==> src/rtl/wb_port_arbiter.sv <==
// rtl/wb_port_arbiter.sv - register-file writeback arbiter with per-unit result FIFOs
// Round-robin by default; define WB_FIXED_PRIO_EN for fixed MUL > MEM > AM priority.
module wb_port_arbiter #(
  parameter int DEPTH = 2,
  parameter int AW    = 1
) (
  input  logic        clock,
  input  logic        reset,
  input  logic        am_wb_oper,
  input  logic [4:0]  am_wb_regdest,
  input  logic        am_wb_writereg,
  input  logic [31:0] am_wb_wbvalue,
  input  logic        mem_wb_oper,
  input  logic [4:0]  mem_wb_regdest,
  input  logic        mem_wb_writereg,
  input  logic [31:0] mem_wb_wbvalue,
  input  logic        mul_wb_oper,
  input  logic [4:0]  mul_wb_regdest,
  input  logic        mul_wb_writereg,
  input  logic [31:0] mul_wb_wbvalue,
  output logic [2:0]  wb_full,
  output logic        wb_reg_en,
  output logic [4:0]  wb_reg_addr,
  output logic [31:0] wb_reg_data,
  output logic [2:0]  wb_retire,
  output logic        wb_overflow
);

  // Entry layout: {regdest, writereg, wbvalue}
  localparam int EW       = 38;
  localparam int WR_BIT   = 32;
  localparam int RD_LO    = 33;
  localparam logic [AW:0] FULL_CNT = DEPTH[AW:0];

  logic [2:0]    oper;
  logic [EW-1:0] entry_in [3];
  logic [EW-1:0] fifo_mem [3][DEPTH];
  logic [AW-1:0] wr_ptr [3];
  logic [AW-1:0] rd_ptr [3];
  logic [AW:0]   count [3];
  logic [AW:0]   count_next [3];
  logic [2:0]    nonempty;
  logic [2:0]    full_now;
  logic [2:0]    full_next;
  logic [2:0]    push;
  logic [2:0]    pop;
  logic [2:0]    grant;
  logic [1:0]    grant_idx;
  logic [EW-1:0] head;
  logic          drop;

  assign oper        = {mul_wb_oper, mem_wb_oper, am_wb_oper};
  assign entry_in[0] = {am_wb_regdest, am_wb_writereg, am_wb_wbvalue};
  assign entry_in[1] = {mem_wb_regdest, mem_wb_writereg, mem_wb_wbvalue};
  assign entry_in[2] = {mul_wb_regdest, mul_wb_writereg, mul_wb_wbvalue};

  always_comb begin
    nonempty = '0;
    full_now = '0;
    for (int u = 0; u < 3; u++) begin
      nonempty[u] = (count[u] != '0);
      full_now[u] = (count[u] == FULL_CNT);
    end
  end

`ifdef WB_FIXED_PRIO_EN
  always_comb begin
    grant = '0;
    if (nonempty[2])      grant = 3'b100;
    else if (nonempty[1]) grant = 3'b010;
    else if (nonempty[0]) grant = 3'b001;
  end
`else
  logic [1:0] rr_ptr;
  logic [1:0] cand;
  logic       found;

  function automatic logic [1:0] next_unit(input logic [1:0] u);
    return (u == 2'd2) ? 2'd0 : u + 2'd1;
  endfunction

  // Search starts at rr_ptr and wraps AM -> MEM -> MUL.
  always_comb begin
    grant = '0;
    found = 1'b0;
    cand  = rr_ptr;
    for (int i = 0; i < 3; i++) begin
      if (!found && nonempty[cand]) begin
        grant[cand] = 1'b1;
        found       = 1'b1;
      end
      cand = next_unit(cand);
    end
  end

  always_ff @(posedge clock or posedge reset) begin
    if (reset) begin
      rr_ptr <= 2'd0;
    end else if (grant != 3'b000) begin
      rr_ptr <= next_unit(grant_idx);
    end
  end
`endif

  always_comb begin
    grant_idx = 2'd0;
    if (grant[1]) grant_idx = 2'd1;
    if (grant[2]) grant_idx = 2'd2;
  end

  assign pop  = grant;
  assign head = fifo_mem[grant_idx][rd_ptr[grant_idx]];

  // A full FIFO still accepts a push when it pops in the same cycle.
  always_comb begin
    push      = '0;
    full_next = '0;
    for (int u = 0; u < 3; u++) begin
      push[u]       = oper[u] && (!full_now[u] || pop[u]);
      count_next[u] = count[u];
      if (push[u] && !pop[u])
        count_next[u] = count[u] + (AW+1)'(1);
      else if (pop[u] && !push[u])
        count_next[u] = count[u] - (AW+1)'(1);
      full_next[u] = (count_next[u] == FULL_CNT);
    end
  end

  assign drop = |(oper & full_now & ~pop);

  always_ff @(posedge clock) begin
    for (int u = 0; u < 3; u++) begin
      if (push[u]) fifo_mem[u][wr_ptr[u]] <= entry_in[u];
    end
  end

  always_ff @(posedge clock or posedge reset) begin
    if (reset) begin
      for (int u = 0; u < 3; u++) begin
        wr_ptr[u] <= '0;
        rd_ptr[u] <= '0;
        count[u]  <= '0;
      end
    end else begin
      for (int u = 0; u < 3; u++) begin
        if (push[u]) wr_ptr[u] <= wr_ptr[u] + AW'(1);
        if (pop[u])  rd_ptr[u] <= rd_ptr[u] + AW'(1);
        count[u] <= count_next[u];
      end
    end
  end

  // Address and data hold their last committed values on idle cycles.
  always_ff @(posedge clock or posedge reset) begin
    if (reset) begin
      wb_full     <= '0;
      wb_reg_en   <= 1'b0;
      wb_reg_addr <= '0;
      wb_reg_data <= '0;
      wb_retire   <= '0;
      wb_overflow <= 1'b0;
    end else begin
      wb_full     <= full_next;
      wb_overflow <= wb_overflow | drop;
      wb_retire   <= grant;
      wb_reg_en   <= 1'b0;
      if (grant != 3'b000) begin
        wb_reg_en   <= head[WR_BIT] && (head[EW-1:RD_LO] != 5'd0);
        wb_reg_addr <= head[EW-1:RD_LO];
        wb_reg_data <= head[31:0];
      end
    end
  end

endmodule
==> config.mk <==
export PLATFORM = sky130hd
export DESIGN_NAME = wb_port_arbiter
export DESIGN_NICKNAME = d
export VERILOG_FILES = /design/src/rtl/wb_port_arbiter.sv
export SDC_FILE = /design/constraint.sdc
export NUM_CORES = 1
export LEC_CHECK = 0
export ABC_AREA = 1
export CORE_MARGIN = 1.5
export CORE_UTILIZATION = 49
export DETAILED_ROUTE_END_ITERATION = 6
export PLACE_DENSITY = 0.76
export SLEW_MARGIN = 0
export SYNTH_ARGS = -nofsm -noshare
export SYNTH_HDL_FRONTEND = slang
export SYNTH_SLANG_ARGS = --single-unit
==> constraint.sdc <==
create_clock -name clock -period 3.9 [get_ports clock]
set_clock_uncertainty 0.05 [all_clocks]
set_input_delay 0.78 -clock clock [delete_from_list [all_inputs] [get_ports clock]]
set_output_delay 0.78 -clock clock [all_outputs]
set_load 0.005 [all_outputs]
# Word level (Yosys, flattened, before mapping)
# Memory sizes are Yosys's and may differ from the RTL's.
# Index checks and enable logic that the tools add are counted.
# classes
reduce_logical	38
addsub	15
bitwise	11
mux	47
eq_ne	9
magnitude_cmp	14
# op_table
cell	count
38-bit 2-to-1 mux	6
76-bit 2-to-1 mux	3
38-bit demux with 1-bit select	3
2-bit 2-to-1 mux	10
2-bit equality test (second input constant)	9
1-bit logical AND	18
1-bit 2-to-1 mux	15
2-bit by 1-bit adder with 2-bit output (second input constant)	6
1-bit logical NOT	11
2-bit by 3-bit < comparator with 1-bit output (second input constant)	3
3-bit 2-to-1 mux	3
1-bit binary-select mux with 2-bit select	4
2-bit >= comparator (second input constant)	4
1-bit NOT with 2-bit output	4
1-bit adder (second input constant)	6
3-bit AND	2
1-bit demux with 2-bit select	3
2-bit by 1-bit >= comparator with 1-bit output (second input constant)	3
2-bit by 1-bit < comparator with 1-bit output (second input constant)	3
3-bit OR	2
2-bit nonzero test	3
2-bit by 1-bit subtractor with 2-bit output (second input constant)	3
5-bit nonzero test	1
3-bit >= comparator (second input constant)	1
6 further kinds	8
# totals
output_inout_bits	45
input_bits	119
mem_count	1
mem_bits_rw	228
regBits	59
# mem_list
name	depth	word_bits	rd	rd_clocked_by_memory_dff	wr	line_no	text
fifo_mem	3	76	1	0	3	37	logic [EW-1:0] fifo_mem [3][DEPTH];

# Depth between registers and ports, before layout
# Gate-level depths: netlist (run 1).
# logic_depth
ltp_word	23
depth_mapped	18

# Least setup slack after synthesis (run 1)
# OpenSTA, ideal clock, no wires.
# synth_timing
kind	register to register
start	register count[0] (netlist bit)
end	memory fifo_mem[2][0] (netlist bit) (enable)
t_required_ns	3.417
stages_incl_launch_ff	12
synth_period_minus_slack_ns	3.725
path_buffers	1
slack_ns	0.175
arrival_time_ns	3.242
path_cell_list	dfrtp_1 -> inv_1 -> ha_1 -> inv_1 -> nand3_4 -> nand2_2 -> nor2_2 -> nand3_2 -> nand3_4 -> buf_2 -> o21ai_0 -> nor2_1
# synth_rtl
item	line_no	text
start, declared	40	logic [AW:0] count [3];
start signal, assigned by index	148	count[u] <= count_next[u];
end, declared	37	

==> impl_metrics.json, run 1 <==
{
  "holdCritPathClass": "reg -> reg",
  "die_w_um": 155,
  "cap_violations": 0,
  "fin_util_pct": 62.6,
  "vias_per_cell": 5.39,
  "fill_cells": 1722,
  "seq_area_frac_synth_pct": 73.2,
  "path_delay_family": "simple AND/OR/NAND/NOR gates",
  "cts_max_path_buffers": 3,
  "cellLeakagePower_nw": 5.48,
  "h-tree-depth": 1,
  "wl_per_cell_um": 19.1,
  "final_hold_viol_count": 0,
  "track_usage_pct": 22.4,
  "dp_hpwl_um": 16700,
  "yosys.area.top_type": "edfxtp_1",
  "max_stage_delay_ns": 1.06,
  "coreArea_sq_mm": 0.0227,
  "synth-edff-count": 228,
  "wl_um": 26600,
  "cts_tree": "done",
  "cts_root_buffer": "clkbuf_16",
  "power_w": 0.0141,
  "crit_type": "reg -> reg",
  "rsz0062_at_grt": "false",
  "postSynth.asyncResetShare_pct": 20.6,
  "vias": 7507,
  "die_y_um": 155,
  "grt_remaining_overflow": 0,
  "portBuffers": 163,
  "clk_latency_ns": 0.54,
  "slowest_stage": "nor2_4",
  "hp-start": "rd_ptr[1]$_DFFE_PP0N_",
  "fmax_mhz": 299,
  "min_period_over_period_pct": 85.7,
  "worstPathArrival_ns": 3.44,
  "clkSinkCount": 287,
  "yosys-top-cells-area": "edfxtp_1, dfrtp_1, nand2_1",
  "synthDistinctLibCells": 34,
  "critPathCaptureType": "flop",
  "peakVddDrop_mv": 0.680,
  "ys_warn_count": 0,
  "finalCriticalPeriod_ns": 3.34,
  "fin_setup_tns_ns": 0,
  "synth.net_count": 1045,
  "ant_nets": 0,
  "crit_start": "count[0]$_DFF_PP0_",
  "nets": 1212,
  "drc_errors": 0,
  "synth_area_sq_mm": 0.0114,
  "row_count": 55,
  "grt_max_degree": 71,
  "cp_max_fo": 38,
  "path_cells": "inv_1 > ha_1 > inv_1 > nand3_4 > nand2_2 > nor2_2 > nand3_1 > o31ai_1 > nor2_2 > inv_2 > o21ai_0 > nor2_4",
  "initial_core_util_pct": 50.1,
  "ioPinCount": 164,
  "path_clk_slew_ns": 0.06,
  "grt_pass1_wl_um": 41000,
  "ys.flop_type": "edfxtp_1",
  "required_ns": 3.99,
  "ctsResizeCount": 0,
  "syn-mean-instance-area_sq_um": 12.4,
  "relSlewSlack_pct": 15.9,
  "yosysMostFrequentCell": "nand2_1",
  "synth-seq-cells": 287,
  "finalSetupViolations": 0,
  "postCtsSetupRepairBufs": 0,
  "gp_congestion": 0.800,
  "drive_gt1_share_pct": 8.49,
  "grt_pass1_vias": 7531,
  "drt_iter0_markers": 540,
  "synth_cells": 918,
  "worst_pin_slew_ns": 1.26,
  "cts_buffers": 29,
  "antenna_found_initial": 1,
  "drtPass1Iterations": 5,
  "ctsHoldBuffers": 0,
  "powerDensity_mw_per_mm2": 994,
  "drv_slew": 0,
  "dieArea_sq_mm": 0.0241,
  "yosys.area.top_type_share_pct": 60.2,
  "outcome": "complete, no violations",
  "cp-start-kind": "flop",
  "reg2reg_from": "count[0]$_DFF_PP0_",
  "area_growth_pct": 24.9,
  "synth_commonest_cells": "nand2_1, edfxtp_1, dfrtp_1",
  "cp.buffers_inverters": 3
}
==> cell families (layout without fill, tap and decap cells) <==
family | after synthesis | in the layout | synth area share (%)
AO/OA/AOI/OAI | 41 | 41 | 2.29
AND/OR/NAND/NOR | 483 | 483 | 19.3
other | 0 | 1 | 0
flip-flops | 287 | 287 | 73.2
buffers and inverters | 92 | 281 | 3.82
XOR/XNOR | 7 | 7 | 0.539
adder cells (fa/ha/maj) | 8 | 8 | 0.880
==> registers in the layout (all words and copies together) (netlist names) <==
| register | count |
|---|---|
| count | 6 |
| fifo_mem | 228 |
| rd_ptr | 3 |
| rr_ptr | 2 |
| wb_full | 3 |
| wb_overflow | 1 |
| wb_reg_addr | 5 |
| wb_reg_data | 32 |
| wb_reg_en | 1 |
| wb_retire | 3 |
| wr_ptr | 3 |
==> per-layer routing <==
layer	share of wire (%)	vias to the layer above	track usage, %
li1	-	3511	-
met1	40	3627	29.5
met4	2.5	0	7.71
met3	7.2	44	3.31
met2	51	325	38.3
met5	0	-	0
==> through the flow <==
stage | setup WS, ns | hold WS [ns] | area, sq um | instances
2_1_floorplan | 0.175 | 0.392 | 11400 | 918
3_3_place_gp | 0.676 | 0.404 | 13300 | 1339
3_5_place_dp | 0.549 | 0.411 | 13300 | 1339
4_1_cts | 0.511 | 0.423 | 14200 | 1392
5_1_grt | 0.288 | 0.445 | 14200 | 1393
6_report | 0.558 | 0.422 | 14200 | 1393
==> power by group <==
group	internal, W	switching [W]	total, W
combinational	0.00214	0.00451	0.00664
clock	0.00159	0.00113	0.00273
sequential	0.00443	0.000321	0.00476
==> area by class of cell <==
type | count | area, sq um | area share (%)
clock inverter | 20 | 185 | 1.30
multi-input combinational | 539 | 2660 | 18.7
timing repair buffer | 175 | 1720 | 12.1
antenna | 1 | 2.50 | 0.0176
sequential | 287 | 8320 | 58.6
tap | 285 | 357 | 2.51
inverter | 53 | 199 | 1.40
clock buffer | 33 | 761 | 5.35
==> path summary, 6_finish.rpt <==
check | endpoint | slack [ns] | cells past startpoint
worst max-delay path | fifo_mem[0][5]$_DFFE_PP_ | 0.56 | 12
worst min-delay path | rd_ptr[1]$_DFFE_PP0N_ | 0.42 | 1
worst max register to register | fifo_mem[0][5]$_DFFE_PP_ | 0.56 | 12
worst min register to register | rd_ptr[1]$_DFFE_PP0N_ | 0.42 | 1
max in group asynchronous | wb_reg_data[12]$_DFFE_PP0P_ | 2.34 | 3
min in group asynchronous | wb_reg_en$_DFF_PP0_ | 0.70 | 2
==> layout by cell type, fill, tap and decap left out, types with 12 or more instances in the layout <==
master	instances
inv_1	46
edfxtp_1	228
dfrtp_1	59
nand3_1	58
clkbuf_16	29
clkdlybuf4s50_1	163
nand4_1	48
nor2_1	17
buf_4	12
nand2_1	328
o211ai_1	17
o21ai_0	13
==> worst register-to-register path, stage by stage (launching register included) <==
cell and delay [ns]:
dfrtp_1 0.39, inv_1 0.08, ha_1 0.21, inv_1 0.10, nand3_4 0.10, nand2_2 0.06, nor2_2 0.14, nand3_1 0.09
o31ai_1 0.09, nor2_2 0.12, inv_2 0.12, o21ai_0 0.30, nor2_4 1.06
Power figures use the tool's default switching activity.
==> run 2, diff against run 1 <==
--- a/config.mk
+++ b/config.mk
@@ -6,10 +6,12 @@
 export NUM_CORES = 1
 export LEC_CHECK = 0
 export ABC_AREA = 1
+export CELL_PAD_IN_SITES_DETAIL_PLACEMENT = 1
+export CELL_PAD_IN_SITES_GLOBAL_PLACEMENT = 1
 export CORE_MARGIN = 1.5
-export CORE_UTILIZATION = 49
+export CORE_UTILIZATION = 39
 export DETAILED_ROUTE_END_ITERATION = 6
-export PLACE_DENSITY = 0.76
+export PLACE_DENSITY_LB_ADDON = 0.1
 export SLEW_MARGIN = 0
 export SYNTH_ARGS = -nofsm -noshare
 export SYNTH_HDL_FRONTEND = slang
==> constraint.sdc (replaced) <==
create_clock -name clock -period 2.9 [get_ports clock]
set_clock_uncertainty 0.05 [all_clocks]
set_input_delay 0.58 -clock clock [delete_from_list [all_inputs] [get_ports clock]]
set_output_delay 0.58 -clock clock [all_outputs]
set_load 0.005 [all_outputs]
==> run 2 against run 1 <==
Clock power up 33%. Cell count up 12%. Maximum frequency up 26%. Cell area up 6.7%. Non-clock buffer count up 60. Sequential cell count unchanged. Die area up 25%. Global-route usage down 1.6 points.
==> impl_metrics.json, run 2 (synthesized netlist as in run 1, its figures left out) <==
{
  "powerDensity_mw_per_mm2": 1400,
  "worstReg2RegEnd": "wb_reg_data[18]$_DFFE_PP0P_",
  "final_hold_viol_count": 0,
  "cellLeakagePower_nw": 5.89,
  "rsz0062_at_grt": "false",
  "wl_um": 31900,
  "grt_max_degree": 47,
  "max_stage_delay_ns": 0.39,
  "finalSetupViolations": 0,
  "gp_congestion": 0.788,
  "fin_setup_tns_ns": 0,
  "area_growth_pct": 33.3,
  "cpMostUsedCell": "nand3_4",
  "power_w": 0.0212,
  "portBuffers": 163,
  "worst_pin_slew_ns": 0.765,
  "vias": 7746,
  "drc_errors": 0,
  "grt_pass1_wl_um": 47700,
  "row_count": 62,
  "cts_tree": "done",
  "cp-start-kind": "flop",
  "cap_violations": 0,
  "finalCriticalPeriod_ns": 2.66,
  "final-instance-count-excl-fill": 1557,
  "die_y_um": 174,
  "cp_max_fo": 7,
  "dp_worst_setup_slack_ns": 0.0774,
  "cts_buffers": 30,
  "nets": 1275,
  "h-tree-depth": 1,
  "fmax_mhz": 376,
  "clk_latency_ns": 0.55,
  "grt_remaining_overflow": 0,
  "r2r_cells": 15,
  "path_clk_slew_ns": 0.06,
  "worstPathArrival_ns": 3.04,
  "relSlewSlack_pct": 49.0,
  "antenna_found_initial": 2,
  "required_ns": 3.28,
  "cts_max_path_buffers": 3,
  "placedInstanceArea_sq_mm": 0.0138,
  "clkSinkCount": 287,
  "coreArea_sq_mm": 0.0287,
  "ant_nets": 0,
  "drv_slew": 0,
  "fin_ws_ns": 0.240,
  "dp_hpwl_um": 20300,
  "holdCritPathClass": "in -> async",
  "drt_iter0_markers": 422,
  "peakVddDrop_mv": 1.14,
  "dieArea_sq_mm": 0.0302,
  "grt_pass1_vias": 8084,
  "track_usage_pct": 20.8,
  "vias_per_cell": 4.97,
  "final_common_cell": "nand2_1",
  "cts_root_buffer": "clkbuf_16",
  "design_area_sq_mm": 0.0152,
  "drive_gt1_share_pct": 13.3,
  "drtPass1Iterations": 6,
  "die_w_um": 174,
  "path_cells": "inv_1 > ha_1 > inv_2 > nand3_4 > nand2_2 > nor2_2 > nand3_1 > nand3_4 > buf_4 > nor2_8 > nand2_2 > nand3_4 > buf_4 > o211ai_1 > nand2_1",
  "slowest_stage": "dfrtp_1",
  "crit_type": "reg -> reg",
  "min_period_over_period_pct": 91.7,
  "ioPinCount": 164,
  "layout_common_cells": "nand2_1, edfxtp_1, clkdlybuf4s50_1",
  "initial_core_util_pct": 39.6,
  "dp.cells": 1465,
  "wl_per_cell_um": 20.5,
  "outcome": "complete, no violations",
  "reg2reg_from": "count[0]$_DFF_PP0_",
  "critPathCaptureType": "flop",
  "largest_register_ffs": 228,
  "r2r_slack_ns": 0.24
}
-- run 2: layout make-up --
class	instances	area, sq um
antenna	1	2.50
clock buffer	42	816
clock inverter	14	118
fill	3006	13500
inverter	53	200
multi-input combinational	541	2680
sequential	287	8320
tap	384	480
timing repair buffer	235	2530
-- run 2: where the power goes --
part | total [W] | internal, W | switching, W
combinational | 0.0111 | 0.00429 | 0.00683
clock | 0.00363 | 0.00206 | 0.00158
sequential | 0.00641 | 0.00594 | 0.000467
-- run 2: routing by layer --
metal  GRT usage, %  routed length [um]
met5              0                  11
met4           4.60                 556
met3           2.87                1410
met2           35.9               15700
met1           28.1               14200
-- run 2: per-stage QoR --
| stage | hold slack [ns] | utilization, % |
|---|---|---|
| 2_1_floorplan | 0.392 | - |
| 3_3_place_gp | 0.406 | 48.2 |
| 3_5_place_dp | 0.407 | 48.2 |
| 4_1_cts | 0.419 | 51.4 |
| 5_1_grt | 0.445 | 52.8 |
| 6_report | 0.418 | 52.8 |
-- run 2: repair_timing --
item / 4_1_cts / 5_1_grt
setup buffers: 0 / 31
setup endpoints to repair: 0 / 141
gates resized for setup: 0 / 7
hold buffers: 0 / 0
-- run 2: worst max-delay path, delay by kind of cell, from the launching register on --
kind,cells,cell delay (ns)
AND/OR/NAND/NOR,9,0.99
buffers and inverters,4,0.58
flip-flops,1,0.39
AO/OA/AOI/OAI,1,0.26
adder cells (fa/ha/maj),1,0.25
-- run 2: worst max-delay path by stage --
stage                                             end               start  cells past startpoint
after floorplan             fifo_mem[2][38]$_DFFE_PP_  count[0]$_DFF_PP0_                     11
after global placement       fifo_mem[2][2]$_DFFE_PP_  count[0]$_DFF_PP0_                     12
after detailed placement     fifo_mem[2][6]$_DFFE_PP_  count[0]$_DFF_PP0_                     12
after CTS                   fifo_mem[2][13]$_DFFE_PP_  count[0]$_DFF_PP0_                     12
after global routing              wb_reg_en$_DFF_PP0_  count[0]$_DFF_PP0_                     18
final                     wb_reg_data[18]$_DFFE_PP0P_  count[0]$_DFF_PP0_                     15
==> run 3, diff against run 2 <==
--- a/config.mk
+++ b/config.mk
@@ -8,8 +8,7 @@
 export ABC_AREA = 1
 export CELL_PAD_IN_SITES_DETAIL_PLACEMENT = 1
 export CELL_PAD_IN_SITES_GLOBAL_PLACEMENT = 1
-export CORE_MARGIN = 1.5
-export CORE_UTILIZATION = 39
+export CORE_UTILIZATION = 47
 export DETAILED_ROUTE_END_ITERATION = 6
 export PLACE_DENSITY_LB_ADDON = 0.1
 export SLEW_MARGIN = 0
==> constraint.sdc (replaced) <==
create_clock -name clock -period 3.4 [get_ports clock]
set_clock_uncertainty 0.05 [all_clocks]
set_input_delay 0.68 -clock clock [delete_from_list [all_inputs] [get_ports clock]]
set_output_delay 0.68 -clock clock [all_outputs]
set_load 0.005 [all_outputs]
==> run 3 against run 2 <==
Power is 20% lower. Sequential share of layout area is 2.5 points higher. Setup slack gained 0.18 ns. First-iteration DRC count shrank 2.1%. Worst hold slack improved by 0.00090 ns. Sequential power fell by 14%.
==> impl_metrics.json, run 3 (synthesized netlist as in run 1, its figures left out) <==
{
  "wl_met1_um": 12600,
  "postCtsSetupRepairBufs": 0,
  "crit_type": "reg -> reg",
  "cap_violations": 0,
  "portBuffers": 163,
  "cp-start-kind": "flop",
  "worstPathArrival_ns": 3.39,
  "track_usage_pct": 25.6,
  "dp_hpwl_um": 19000,
  "fmax_mhz": 335,
  "multi_input_area_sq_mm": 0.00266,
  "die_w_um": 158,
  "wl_um": 30800,
  "holdCritPathClass": "reg -> reg",
  "worst_pin_slew_ns": 0.895,
  "relSlewSlack_pct": 40.2,
  "vias": 7678,
  "wl_per_cell_um": 21.4,
  "ant_nets": 0,
  "top_layer_used": "met5",
  "coreArea_sq_mm": 0.0236,
  "h-tree-depth": 1,
  "outcome": "complete, no violations",
  "cts_buffers": 30,
  "cts_tree": "done",
  "cts_root_buffer": "clkbuf_16",
  "finalCriticalPeriod_ns": 2.98,
  "min_period_over_period_pct": 87.7,
  "drive_gt1_share_pct": 9.64,
  "final_common_cell": "nand2_1",
  "drc_errors": 0,
  "gp_congestion": 0.803,
  "row_count": 56,
  "required_ns": 3.80,
  "ioPinCount": 164,
  "grt_max_degree": 71,
  "initial_core_util_pct": 48.2,
  "dieArea_sq_mm": 0.0248,
  "fin_setup_tns_ns": 0,
  "dr_wl_met2_um": 15800,
  "design_area_sq_mm": 0.0145,
  "area_growth_pct": 27.4,
  "antenna_found_initial": 5,
  "fin_util_pct": 61.4,
  "peakVddDrop_mv": 0.876,
  "final_hold_viol_count": 0,
  "seq_area_sq_mm": 0.00832,
  "finalSetupViolations": 0,
  "vias_per_cell": 5.33,
  "grt_remaining_overflow": 0,
  "nets": 1223,
  "ctsResizeCount": 0,
  "grt_pass1_wl_um": 46600,
  "clkSinkCount": 287,
  "placedInstanceArea_sq_mm": 0.0135,
  "largest_register_ffs": 228,
  "layout_common_cells": "nand2_1, edfxtp_1, clkdlybuf4s50_1",
  "grt_pass1_vias": 8352,
  "powerDensity_mw_per_mm2": 1170,
  "cts_max_path_buffers": 3,
  "rsz0062_at_grt": "false",
  "ctsHoldBuffers": 0,
  "path_clk_slew_ns": 0.06,
  "drt_iter0_markers": 413,
  "wl_met3_um": 1660,
  "drtPass1Iterations": 5,
  "cp_max_fo": 18,
  "die_y_um": 158,
  "cellLeakagePower_nw": 5.60,
  "drv_slew": 0,
  "critPathCaptureType": "flop",
  "fill_cells": 2366,
  "clk_latency_ns": 0.57
}
-- run 3: final cells by class --
class,instances,area share [%]
Sequential cell,287,57.4
Multi-Input combinational cell,539,18.3
Timing Repair Buffer,185,13.1
Clock buffer,39,5.69
Tap cell,319,2.75
Inverter,53,1.37
Clock inverter,17,1.28
Antenna cell,1,0.0173
-- run 3: per-stage QoR --
| stage | worst slack, ns | power (W) | hold WS, ns | std cells |
|---|---|---|---|---|
| floorplan | -0.325 | 0.0108 | 0.392 | 918 |
| global placement | 0.536 | 0.0134 | 0.402 | 1383 |
| detailed placement | 0.446 | 0.0138 | 0.413 | 1383 |
| CTS | 0.389 | 0.0172 | 0.424 | 1439 |
| global route | 0.242 | 0.0182 | 0.452 | 1439 |
| finish | 0.418 | 0.0170 | 0.418 | 1440 |
-- run 3: layer usage --
metal	vias up	track usage, %
li1	3523	-
met1	3874	31.8
met2	218	45.5
met3	55	4.24
met4	8	7.81
met5	-	0
-- run 3: power breakdown --
group          total [W]  switching (W)  internal (W)
Combinational    0.00821        0.00549       0.00272
Sequential       0.00550       0.000424       0.00507
Clock            0.00331        0.00137       0.00194
-- run 3: final timing paths --
kind | startpoint | slack [ns] | cells past startpoint | endpoint
min | rd_ptr[1]$_DFFE_PP0N_ | 0.42 | 1 | rd_ptr[1]$_DFFE_PP0N_
min reg2reg | rd_ptr[1]$_DFFE_PP0N_ | 0.42 | 1 | rd_ptr[1]$_DFFE_PP0N_
max in group asynchronous | reset | 2.05 | 3 | rd_ptr[1]$_DFFE_PP0N_
min in group asynchronous | reset | 0.55 | 2 | wb_reg_data[28]$_DFFE_PP0P_
max reg2reg | count[0]$_DFF_PP0_ | 0.42 | 16 | wb_reg_data[6]$_DFFE_PP0P_
max | count[0]$_DFF_PP0_ | 0.42 | 16 | wb_reg_data[6]$_DFFE_PP0P_
-- run 3: critical path, cell delays in order (launching register included) --
cell and delay (ns):
dfrtp_1 0.39, inv_1 0.09, ha_1 0.22, inv_1 0.11, nand3_4 0.10, nand2_2 0.06, nor2_2 0.14, nand3_1 0.10
nand3_2 0.22, inv_2 0.14, nand2_8 0.13, nor2_2 0.05, nor2_4 0.48, buf_4 0.27, nand4_1 0.10, nand3_1 0.10
nand2_1 0.07
